==> src/rtl/otp_sequenciador_pkg.sv <==
// Shared types and defaults for the one-time-pad sequencer: FSM encoding and datapath sizes.
// Imported by the controller, the key bank and the bench.
package otp_sequenciador_pkg;

    localparam int LARGURA_PADRAO      = 32;
    localparam int PROFUNDIDADE_PADRAO = 8;

    typedef enum logic [1:0] {
        CARGA    = 2'd0,
        CIFRA    = 2'd1,
        ESGOTADO = 2'd2
    } estado_t;

    // Encrypt and decrypt are the same XOR; kept here so benches and datapath agree.
    function automatic logic [LARGURA_PADRAO-1:0] aplica_chave(
        input logic [LARGURA_PADRAO-1:0] palavra,
        input logic [LARGURA_PADRAO-1:0] chave
    );
        return palavra ^ chave;
    endfunction

endpackage

==> src/rtl/otp_sequenciador_if.sv <==
// Host-side bundle of the sequencer: key load channel, message channel, result channel and status.
// master = host/source/sink side, slave = sequencer side.
interface otp_sequenciador_if #(
    parameter int LARGURA      = 32,
    parameter int PROFUNDIDADE = 8
);
    localparam int PTR_W = $clog2(PROFUNDIDADE);

    logic               recarga;
    logic [LARGURA-1:0] chave_entrada;
    logic               chave_valida;
    logic               chave_pronta;
    logic [LARGURA-1:0] mensagem;
    logic               mensagem_valida;
    logic               mensagem_pronta;
    logic [LARGURA-1:0] mensagemCifrada;
    logic               saida_valida;
    logic               saida_pronta;
    logic [PTR_W:0]     chaves_restantes;
    logic               esgotado;

    modport master (
        output recarga, chave_entrada, chave_valida, mensagem, mensagem_valida, saida_pronta,
        input  chave_pronta, mensagem_pronta, mensagemCifrada, saida_valida, chaves_restantes, esgotado
    );

    modport slave (
        input  recarga, chave_entrada, chave_valida, mensagem, mensagem_valida, saida_pronta,
        output chave_pronta, mensagem_pronta, mensagemCifrada, saida_valida, chaves_restantes, esgotado
    );

endinterface

==> src/rtl/otp_sequenciador_banco_chaves.sv <==
// Key register file: one write port, one read port whose entry is zeroized when consumed, bulk clear.
// Read data is combinational from the addressed entry; clear wins over any same-cycle write or zeroize.
module otp_banco_chaves
    import otp_sequenciador_pkg::*;
#(
    parameter int LARGURA      = LARGURA_PADRAO,
    parameter int PROFUNDIDADE = PROFUNDIDADE_PADRAO,
    parameter int PTR_W        = $clog2(PROFUNDIDADE)
) (
    input  logic               clk_i,
    input  logic               rst_i,
    input  logic               limpa_i,
    input  logic               esc_en_i,
    input  logic [PTR_W-1:0]   esc_ptr_i,
    input  logic [LARGURA-1:0] esc_dat_i,
    input  logic               zera_en_i,
    input  logic [PTR_W-1:0]   zera_ptr_i,
    output logic [LARGURA-1:0] lei_dat_o
);

    logic [LARGURA-1:0] banco_q [PROFUNDIDADE];

    always_ff @(posedge clk_i or posedge rst_i) begin
        if (rst_i) begin
            for (int i = 0; i < PROFUNDIDADE; i++) begin
                banco_q[i] <= '0;
            end
        end else if (limpa_i) begin
            for (int i = 0; i < PROFUNDIDADE; i++) begin
                banco_q[i] <= '0;
            end
        end else begin
            if (esc_en_i) begin
                banco_q[esc_ptr_i] <= esc_dat_i;
            end
            // A key is destroyed in the same edge that uses it.
            if (zera_en_i) begin
                banco_q[zera_ptr_i] <= '0;
            end
        end
    end

    assign lei_dat_o = banco_q[zera_ptr_i];

endmodule

==> src/rtl/otp_sequenciador.sv <==
// One-time-pad sequencer: loads a bank of keys, XORs each accepted message word with the next unused key.
// 1-cycle latency to saida_valida, full throughput; results hold while saida_pronta is low.
module otp_sequenciador
    import otp_sequenciador_pkg::*;
#(
    parameter int LARGURA      = LARGURA_PADRAO,
    parameter int PROFUNDIDADE = PROFUNDIDADE_PADRAO
) (
    input  logic               clk_i,
    input  logic               rst_i,
    otp_sequenciador_if.slave  bus
);

    localparam int               PTR_W  = $clog2(PROFUNDIDADE);
    localparam logic [PTR_W-1:0] ULTIMO = PTR_W'(PROFUNDIDADE - 1);

    estado_t            estado_q;
    logic [PTR_W-1:0]   wr_ptr_q;
    logic [PTR_W-1:0]   rd_ptr_q;
    logic [PTR_W:0]     restantes_q;
    logic [LARGURA-1:0] cifrada_q;
    logic               saida_vld_q;
    logic               esgotado_q;

    logic [LARGURA-1:0] chave_lida;
    logic               chave_rdy;
    logic               msg_rdy;
    logic               chave_xfer;
    logic               msg_xfer;

    // recarga blocks both inputs so a word offered in that cycle is visibly not taken.
    assign chave_rdy  = (estado_q == CARGA) && !bus.recarga;
    assign msg_rdy    = (estado_q == CIFRA) && !bus.recarga && (!saida_vld_q || bus.saida_pronta);
    assign chave_xfer = bus.chave_valida && chave_rdy;
    assign msg_xfer   = bus.mensagem_valida && msg_rdy;

    otp_banco_chaves #(
        .LARGURA      (LARGURA),
        .PROFUNDIDADE (PROFUNDIDADE),
        .PTR_W        (PTR_W)
    ) u_banco (
        .clk_i      (clk_i),
        .rst_i      (rst_i),
        .limpa_i    (bus.recarga),
        .esc_en_i   (chave_xfer),
        .esc_ptr_i  (wr_ptr_q),
        .esc_dat_i  (bus.chave_entrada),
        .zera_en_i  (msg_xfer),
        .zera_ptr_i (rd_ptr_q),
        .lei_dat_o  (chave_lida)
    );

    always_ff @(posedge clk_i or posedge rst_i) begin
        if (rst_i) begin
            estado_q    <= CARGA;
            wr_ptr_q    <= '0;
            rd_ptr_q    <= '0;
            restantes_q <= '0;
            cifrada_q   <= '0;
            saida_vld_q <= 1'b0;
            esgotado_q  <= 1'b0;
        end else begin
            // Output register drains independently of recarga: a pending result survives a reload.
            if (msg_xfer) begin
                cifrada_q   <= bus.mensagem ^ chave_lida;
                saida_vld_q <= 1'b1;
            end else if (bus.saida_pronta) begin
                saida_vld_q <= 1'b0;
            end

            if (bus.recarga) begin
                estado_q    <= CARGA;
                wr_ptr_q    <= '0;
                rd_ptr_q    <= '0;
                restantes_q <= '0;
                esgotado_q  <= 1'b0;
            end else begin
                case (estado_q)
                    CARGA: begin
                        if (chave_xfer) begin
                            restantes_q <= restantes_q + 1'b1;
                            if (wr_ptr_q == ULTIMO) begin
                                wr_ptr_q <= '0;
                                estado_q <= CIFRA;
                            end else begin
                                wr_ptr_q <= wr_ptr_q + 1'b1;
                            end
                        end
                    end
                    CIFRA: begin
                        if (msg_xfer) begin
                            restantes_q <= restantes_q - 1'b1;
                            if (rd_ptr_q == ULTIMO) begin
                                rd_ptr_q   <= '0;
                                estado_q   <= ESGOTADO;
                                esgotado_q <= 1'b1;
                            end else begin
                                rd_ptr_q <= rd_ptr_q + 1'b1;
                            end
                        end
                    end
                    ESGOTADO: begin
                        esgotado_q <= 1'b1;
                    end
                    default: begin
                        estado_q   <= CARGA;
                        esgotado_q <= 1'b0;
                    end
                endcase
            end
        end
    end

    assign bus.chave_pronta     = chave_rdy;
    assign bus.mensagem_pronta  = msg_rdy;
    assign bus.mensagemCifrada  = cifrada_q;
    assign bus.saida_valida     = saida_vld_q;
    assign bus.chaves_restantes = restantes_q;
    assign bus.esgotado         = esgotado_q;

endmodule

==> src/flat_wrapper.sv <==
// flat-port wrapper written by rule: the top's interface ports become plain ports
module otp_sequenciador_flat import otp_sequenciador_pkg::*;
#(
    parameter int LARGURA      = LARGURA_PADRAO,
    parameter int PROFUNDIDADE = PROFUNDIDADE_PADRAO
)
  (clk_i, rst_i, bus_recarga, bus_chave_entrada, bus_chave_valida, bus_mensagem, bus_mensagem_valida, bus_saida_pronta, bus_chave_pronta, bus_mensagem_pronta, bus_mensagemCifrada, bus_saida_valida, bus_chaves_restantes, bus_esgotado);
  otp_sequenciador_if #(.LARGURA(LARGURA), .PROFUNDIDADE(PROFUNDIDADE)) bus_i ();
  input  logic clk_i;
  input  logic rst_i;
  input wire logic [$bits(bus_i.recarga)-1:0] bus_recarga;
  input wire logic [$bits(bus_i.chave_entrada)-1:0] bus_chave_entrada;
  input wire logic [$bits(bus_i.chave_valida)-1:0] bus_chave_valida;
  input wire logic [$bits(bus_i.mensagem)-1:0] bus_mensagem;
  input wire logic [$bits(bus_i.mensagem_valida)-1:0] bus_mensagem_valida;
  input wire logic [$bits(bus_i.saida_pronta)-1:0] bus_saida_pronta;
  output wire logic [$bits(bus_i.chave_pronta)-1:0] bus_chave_pronta;
  output wire logic [$bits(bus_i.mensagem_pronta)-1:0] bus_mensagem_pronta;
  output wire logic [$bits(bus_i.mensagemCifrada)-1:0] bus_mensagemCifrada;
  output wire logic [$bits(bus_i.saida_valida)-1:0] bus_saida_valida;
  output wire logic [$bits(bus_i.chaves_restantes)-1:0] bus_chaves_restantes;
  output wire logic [$bits(bus_i.esgotado)-1:0] bus_esgotado;
  assign bus_i.recarga = bus_recarga;
  assign bus_i.chave_entrada = bus_chave_entrada;
  assign bus_i.chave_valida = bus_chave_valida;
  assign bus_i.mensagem = bus_mensagem;
  assign bus_i.mensagem_valida = bus_mensagem_valida;
  assign bus_i.saida_pronta = bus_saida_pronta;
  assign bus_chave_pronta = bus_i.chave_pronta;
  assign bus_mensagem_pronta = bus_i.mensagem_pronta;
  assign bus_mensagemCifrada = bus_i.mensagemCifrada;
  assign bus_saida_valida = bus_i.saida_valida;
  assign bus_chaves_restantes = bus_i.chaves_restantes;
  assign bus_esgotado = bus_i.esgotado;
  otp_sequenciador #(.LARGURA(LARGURA), .PROFUNDIDADE(PROFUNDIDADE)) u_core (.clk_i(clk_i), .rst_i(rst_i), .bus(bus_i));
endmodule
==> config.mk <==
export PLATFORM = sky130hd
export DESIGN_NAME = otp_sequenciador_flat
export DESIGN_NICKNAME = d
export VERILOG_FILES = /design/src/rtl/otp_sequenciador_pkg.sv /design/src/rtl/otp_sequenciador_if.sv /design/src/rtl/otp_sequenciador_banco_chaves.sv /design/src/rtl/otp_sequenciador.sv /design/src/flat_wrapper.sv
export SDC_FILE = /design/constraint.sdc
export NUM_CORES = 1
export LEC_CHECK = 0
export CAP_MARGIN = 15
export CORE_UTILIZATION = 55
export DETAILED_ROUTE_END_ITERATION = 10
export HOLD_SLACK_MARGIN = 0.12
export PLACE_DENSITY_LB_ADDON = 0.15
export SLEW_MARGIN = 30
export SYNTH_ARGS = -nofsm -noshare
export SYNTH_HDL_FRONTEND = slang
export SYNTH_HIERARCHICAL = 1
export SYNTH_SLANG_ARGS = --single-unit
==> constraint.sdc <==
create_clock -name clk_i -period 11.1 [get_ports clk_i]
set_input_delay 1.11 -clock clk_i [delete_from_list [all_inputs] [get_ports clk_i]]
set_output_delay 1.11 -clock clk_i [all_outputs]
set_load 0.05 [all_outputs]
[After elaboration in Yosys (flattened, before gate mapping)]
Cells that the tools add are included.
Storage, ports and cells
  memory bits (writable): 0
  register bits: 302
  bits of input ports: 70
  latch bits: 0
  output and inout port bits: 40
  memories kept: 0
  bits in read-only memories: 0
Operators by class
  divide/modulo/power cells: 0
  reductions and logical operators: 22
  eq/ne operators: 10
  $lt $le $gt $ge: 4
  bitwise gates (word level): 5
  $add $sub $neg: 4
  $mul: 0
  shift operators: 0
  mux-type cells: 36
Operators by type and width (number)
  $mux W256: 4
  $and A256 B256 Y256: 1
  $bwmux W256: 1
  $not A256 Y256: 1
  $demux W32 S3: 2
  $mux W32: 4
  $bmux W32 S3: 1
  $xor A32 B32 Y32: 1
  $mux W3: 8
  $mux W4: 3
  $mux W2: 5
  $reduce_bool A2 Y1: 5
  $ge A4 B4 Y1 const B: 2
  $lt A4 B1 Y1 const B: 2
  $not A3 Y4: 2
  $pmux W4 S2: 1
  $logic_and A1 B1 Y1: 7
  $add A3 B1 Y3 const B: 2
  $eq A3 B3 Y1 const B: 2
  $ne A3 B2 Y1 const B: 2
  $ne A3 B3 Y1 const B: 2
  $pmux W2 S3: 1
  $reduce_and A3 Y1: 2
  $mux W1: 5
  12 further kinds: 15

[Longest topological paths before layout]
  word-level depth: 11
  mapped depth: 11
  depth with buffers taken out: 8

[Modules after synthesis]
Netlist, hierarchy kept.
By module, submodules not included
  otp_banco_chaves: cells each 1356, area each 12756.0 sq um, instances 1
  otp_sequenciador: cells each 233, area each 2351.0 sq um, instances 1

[Least setup slack after synthesis]
No wires, ideal clock.
  path kind: input -> output
  start: input bus_recarga
  end: output bus_mensagem_pronta
  setup slack: 7860 ps
  stages: 3
  data arrival time: 2130 ps
  required time: 9990 ps
  cells stage by stage: clkbuf_1 > nand2b_1 > nor2b_1
Between the ends
  word-level cells in the longest chain between the ends: 3
RTL lines
  from (decl): RTL line flat_wrapper.sv:11  | input wire logic [$bits(bus_i.recarga)-1:0] bus_recarga;
  $logic_not A1 Y1: RTL line otp_sequenciador.sv:33  | assign msg_rdy = (estado_q == CIFRA) && !bus.recarga && (!saida_vld_q || bus.saida_pronta);
  $logic_and A1 B1 Y1 (2 in a row): RTL line otp_sequenciador.sv:33
  to (decl): RTL line flat_wrapper.sv:18  | output wire logic [$bits(bus_i.mensagem_pronta)-1:0] bus_mensagem_pronta;
No other way between the ends.

[Final worst setup path]
Same ends and word-level chain as after synthesis.

==> impl_metrics.tcl <==
set metrics [dict create \
    setup_ws_ps 7110 \
    clk_pin_slew_ps 60 \
    die_area_um2 28100 \
    max_stage_delay_ps 810 \
    multi_input_area_um2 6390 \
    totalPowerFinal_w 0.00295 \
    first_global_vias 12000 \
    final_cell_mix "644 x nand2_1, 300 x dfrtp_1, 264 x a21oi_1, 109 x clkdlybuf4s50_1, 64 x mux4_2" \
    ys_types 52 \
    routed_wl_um 42100 \
    required_ps 9990 \
    ant_nets 0 \
    place.gp.congestion 0.809 \
    grt_use_total_pct 31.1 \
    yosysTopAreaCell "dfrtp_1" \
    grt_pass1_wl_um 67400 \
    h-tree-depth 2 \
    placement.cell_area_um2 15800 \
    finClkSkew_ps 14.5 \
    cap_violations 0 \
    yosysTopAreaCellShare_pct 50.0 \
    clk_latency_ps 520 \
    ys_top_cells_by_area "dfrtp_1 50%, nand2_1 16%, mux4_2 9.5%" \
    grt_start_max_net_pins 109 \
    cts_resized 0 \
    cts_hold_buffers 0 \
    crit_path_start_kind "primary input" \
    die_height_um 168 \
    critPathMaxFanout 28 \
    status "complete, no violations" \
    cp_top_family "buffers and inverters" \
    syn_area_um2 15100 \
    drt_pass1_iterations 6 \
    tritoncts "built" \
    finalCriticalPeriod_ps 3990 \
    timing_hold_violations_final 0 \
    ys_ff_latch 302 \
    clock-root-buffer "clkbuf_16" \
    cts.sinks 302 \
    ys_seq_area_share_pct 50.0 \
    peakVddDrop_uv 122 \
    fill_cells 2214 \
    nets 1688 \
    async_reset_ff_share_pct 100 \
    synth_edf_count 0 \
    num_vias 11800 \
    cp_common_cell "clkdlybuf4s50_1" \
    avgSynthCellArea_um2 9.51 \
    crit_slowest_cell "clkdlybuf4s50_1" \
    crit_type "primary input to primary output" \
    die_w_um 168 \
    drtIter0Drc 1068 \
    wl_per_cell_um 21.3 \
    final_common_cell "nand2_1" \
    regArea_um2 7560 \
    drive_above_1_share_pct 10.4 \
    cts_buffers 34 \
    setup_tns_ps 0 \
    worstMarginPinSlew_ps 1090 \
    rsz0062_at_grt "no" \
    arrival_ps 2880 \
    yosysWarningCount 6 \
    portBuffers 109 \
    power_leakage_nw 6.99 \
    antenna_found_initial 1 \
    fmax_mhz 250 \
    synth_nets 1669 \
    post_cts_buffers 0 \
    cp_cell_sequence "clkdlybuf4s50_1 -> buf_4 -> nand2b_1 -> nor2b_1 -> clkdlybuf4s50_1" \
    drv_slew 0 \
    initial_core_util_pct 56.1 \
    fin_crit_sh_pct 36.0 \
    final_cell_area_um2 16900 \
    p_per_area_nw_per_um2 174 \
    area_delta_synth_final_pct 12.2 \
    gr-total-overflow 0 \
    syn_inst 1589 \
    drc 0 \
    holdWs_ps 478 \
    dp_hpwl_um 22800 \
    end_kind "primary output" \
    synthFlopType "dfrtp_1" \
    cts_max_path_buffers 3 \
    core-area_um2 27000 \
    boundaryPins 110 \
    relSlewSlack_pct 27.3 \
    crit_buf_inv 3 \
    rows 60 \
    diodes 0 \
    hold_path_class "register to register" \
    vias_per_cell 5.97 \
    setup_viol 0 \
    place_ws_ps 7110 \
]
==> metrics by stage <==
stage,utilization (%),std cells
floorplan,-,1589
global placement,58.4,1912
detailed placement,58.5,1913
CTS,62.9,1973
global route,62.9,1973
finish,62.9,1973
==> report_power, final <==
part / total, W / internal [W] / leakage, nW / switching, W
registers: 0.00121 / 0.00117 / 4.16 / 0.0000467
clock network: 0.00116 / 0.000714 / 0.588 / 0.000448
logic: 0.000573 / 0.000192 / 2.24 / 0.000381
total: 0.00295 / 0.00207 / 6.99 / 0.000875
==> state kept, by name (all words and copies together), names as in the netlist <==
signal / flops
u_core/bus.chaves_restantes: 4
u_core/bus.esgotado: 1
u_core/bus.mensagemCifrada: 32
u_core/bus.saida_valida: 1
u_core/estado_q: 2
u_core/rd_ptr_q: 3
u_core/u_banco/banco_q: 256
u_core/wr_ptr_q: 3
==> synthesized netlist by cell type (4+ instances only) <==
cell,n
buf_6,60
xnor2_1,33
ha_1,9
nand2b_1,4
mux4_2,64
nor2b_1,5
o21ai_1,23
a21oi_1,264
inv_1,12
nand4b_1,4
buf_4,15
dfrtp_1,302
nor2_1,7
a31o_2,5
clkbuf_1,39
nand2_1,644
o21ai_0,13
buf_1,5
buf_2,34
==> cell families (layout without fill, tap and decap cells) <==
family / Yosys count / after routing / share of synthesized area (%)
muxes: 67 / 67 / 9.75
and+or+nand+nor: 691 / 691 / 18.6
DFF: 302 / 302 / 50.0
adders and majority gates: 10 / 10 / 0.878
buffers and inverters: 167 / 210 / 7.79
xor gates and xnor gates: 34 / 34 / 1.97
AOI/OAI and AO/OA: 318 / 318 / 11.0
==> worst reg2reg max path, delay by kind of cell, from the launching register on <==
kind                     cells  cell delay, ps
adder cells (fa/ha/maj)      1             350
buffers and inverters        2             260
AO/OA/AOI/OAI                1             160
flip-flops                   1             380
AND/OR/NAND/NOR              4            1810
==> path summary, 6_finish.rpt <==
path	startpoint	endpoint	slack [ps]	cells past startpoint
worst max-delay path	bus_recarga	bus_mensagem_pronta	7110	5
worst min-delay path	u_core/bus.mensagemCifrada[11]$_DFFE_PP0P_	u_core/bus.mensagemCifrada[11]$_DFFE_PP0P_	480	2
worst max register to register	u_core/estado_q[0]$_DFFE_PP0P_	u_core/u_banco/banco_q[2]$_DFF_PP0_	8060	8
worst min register to register	u_core/bus.mensagemCifrada[11]$_DFFE_PP0P_	u_core/bus.mensagemCifrada[11]$_DFFE_PP0P_	480	2
max in group asynchronous	rst_i	u_core/u_banco/banco_q[243]$_DFF_PP0_	8660	3
min in group asynchronous	rst_i	u_core/wr_ptr_q[0]$_DFFE_PP0P_	1130	2
==> area by class of cell <==
| type | count | share of cell area (%) |
|---|---|---|
| sequential | 302 | 44.6 |
| multi-input combinational | 1120 | 37.7 |
| timing repair buffer | 137 | 7.84 |
| clock buffer | 54 | 6.61 |
| tap | 341 | 2.52 |
| clock inverter | 6 | 0.347 |
| inverter | 13 | 0.332 |
==> routing by layer <==
metal | vias up | wire length (um) | GRT usage, %
met1 | 5832 | 17300 | 42.1
met2 | 557 | 20100 | 50.6
met5 | - | 13 | 0
met3 | 104 | 3650 | 6.43
li1 | 5283 | - | -
met4 | 2 | 1030 | 9.93
Power figures use the tool's default switching activity.
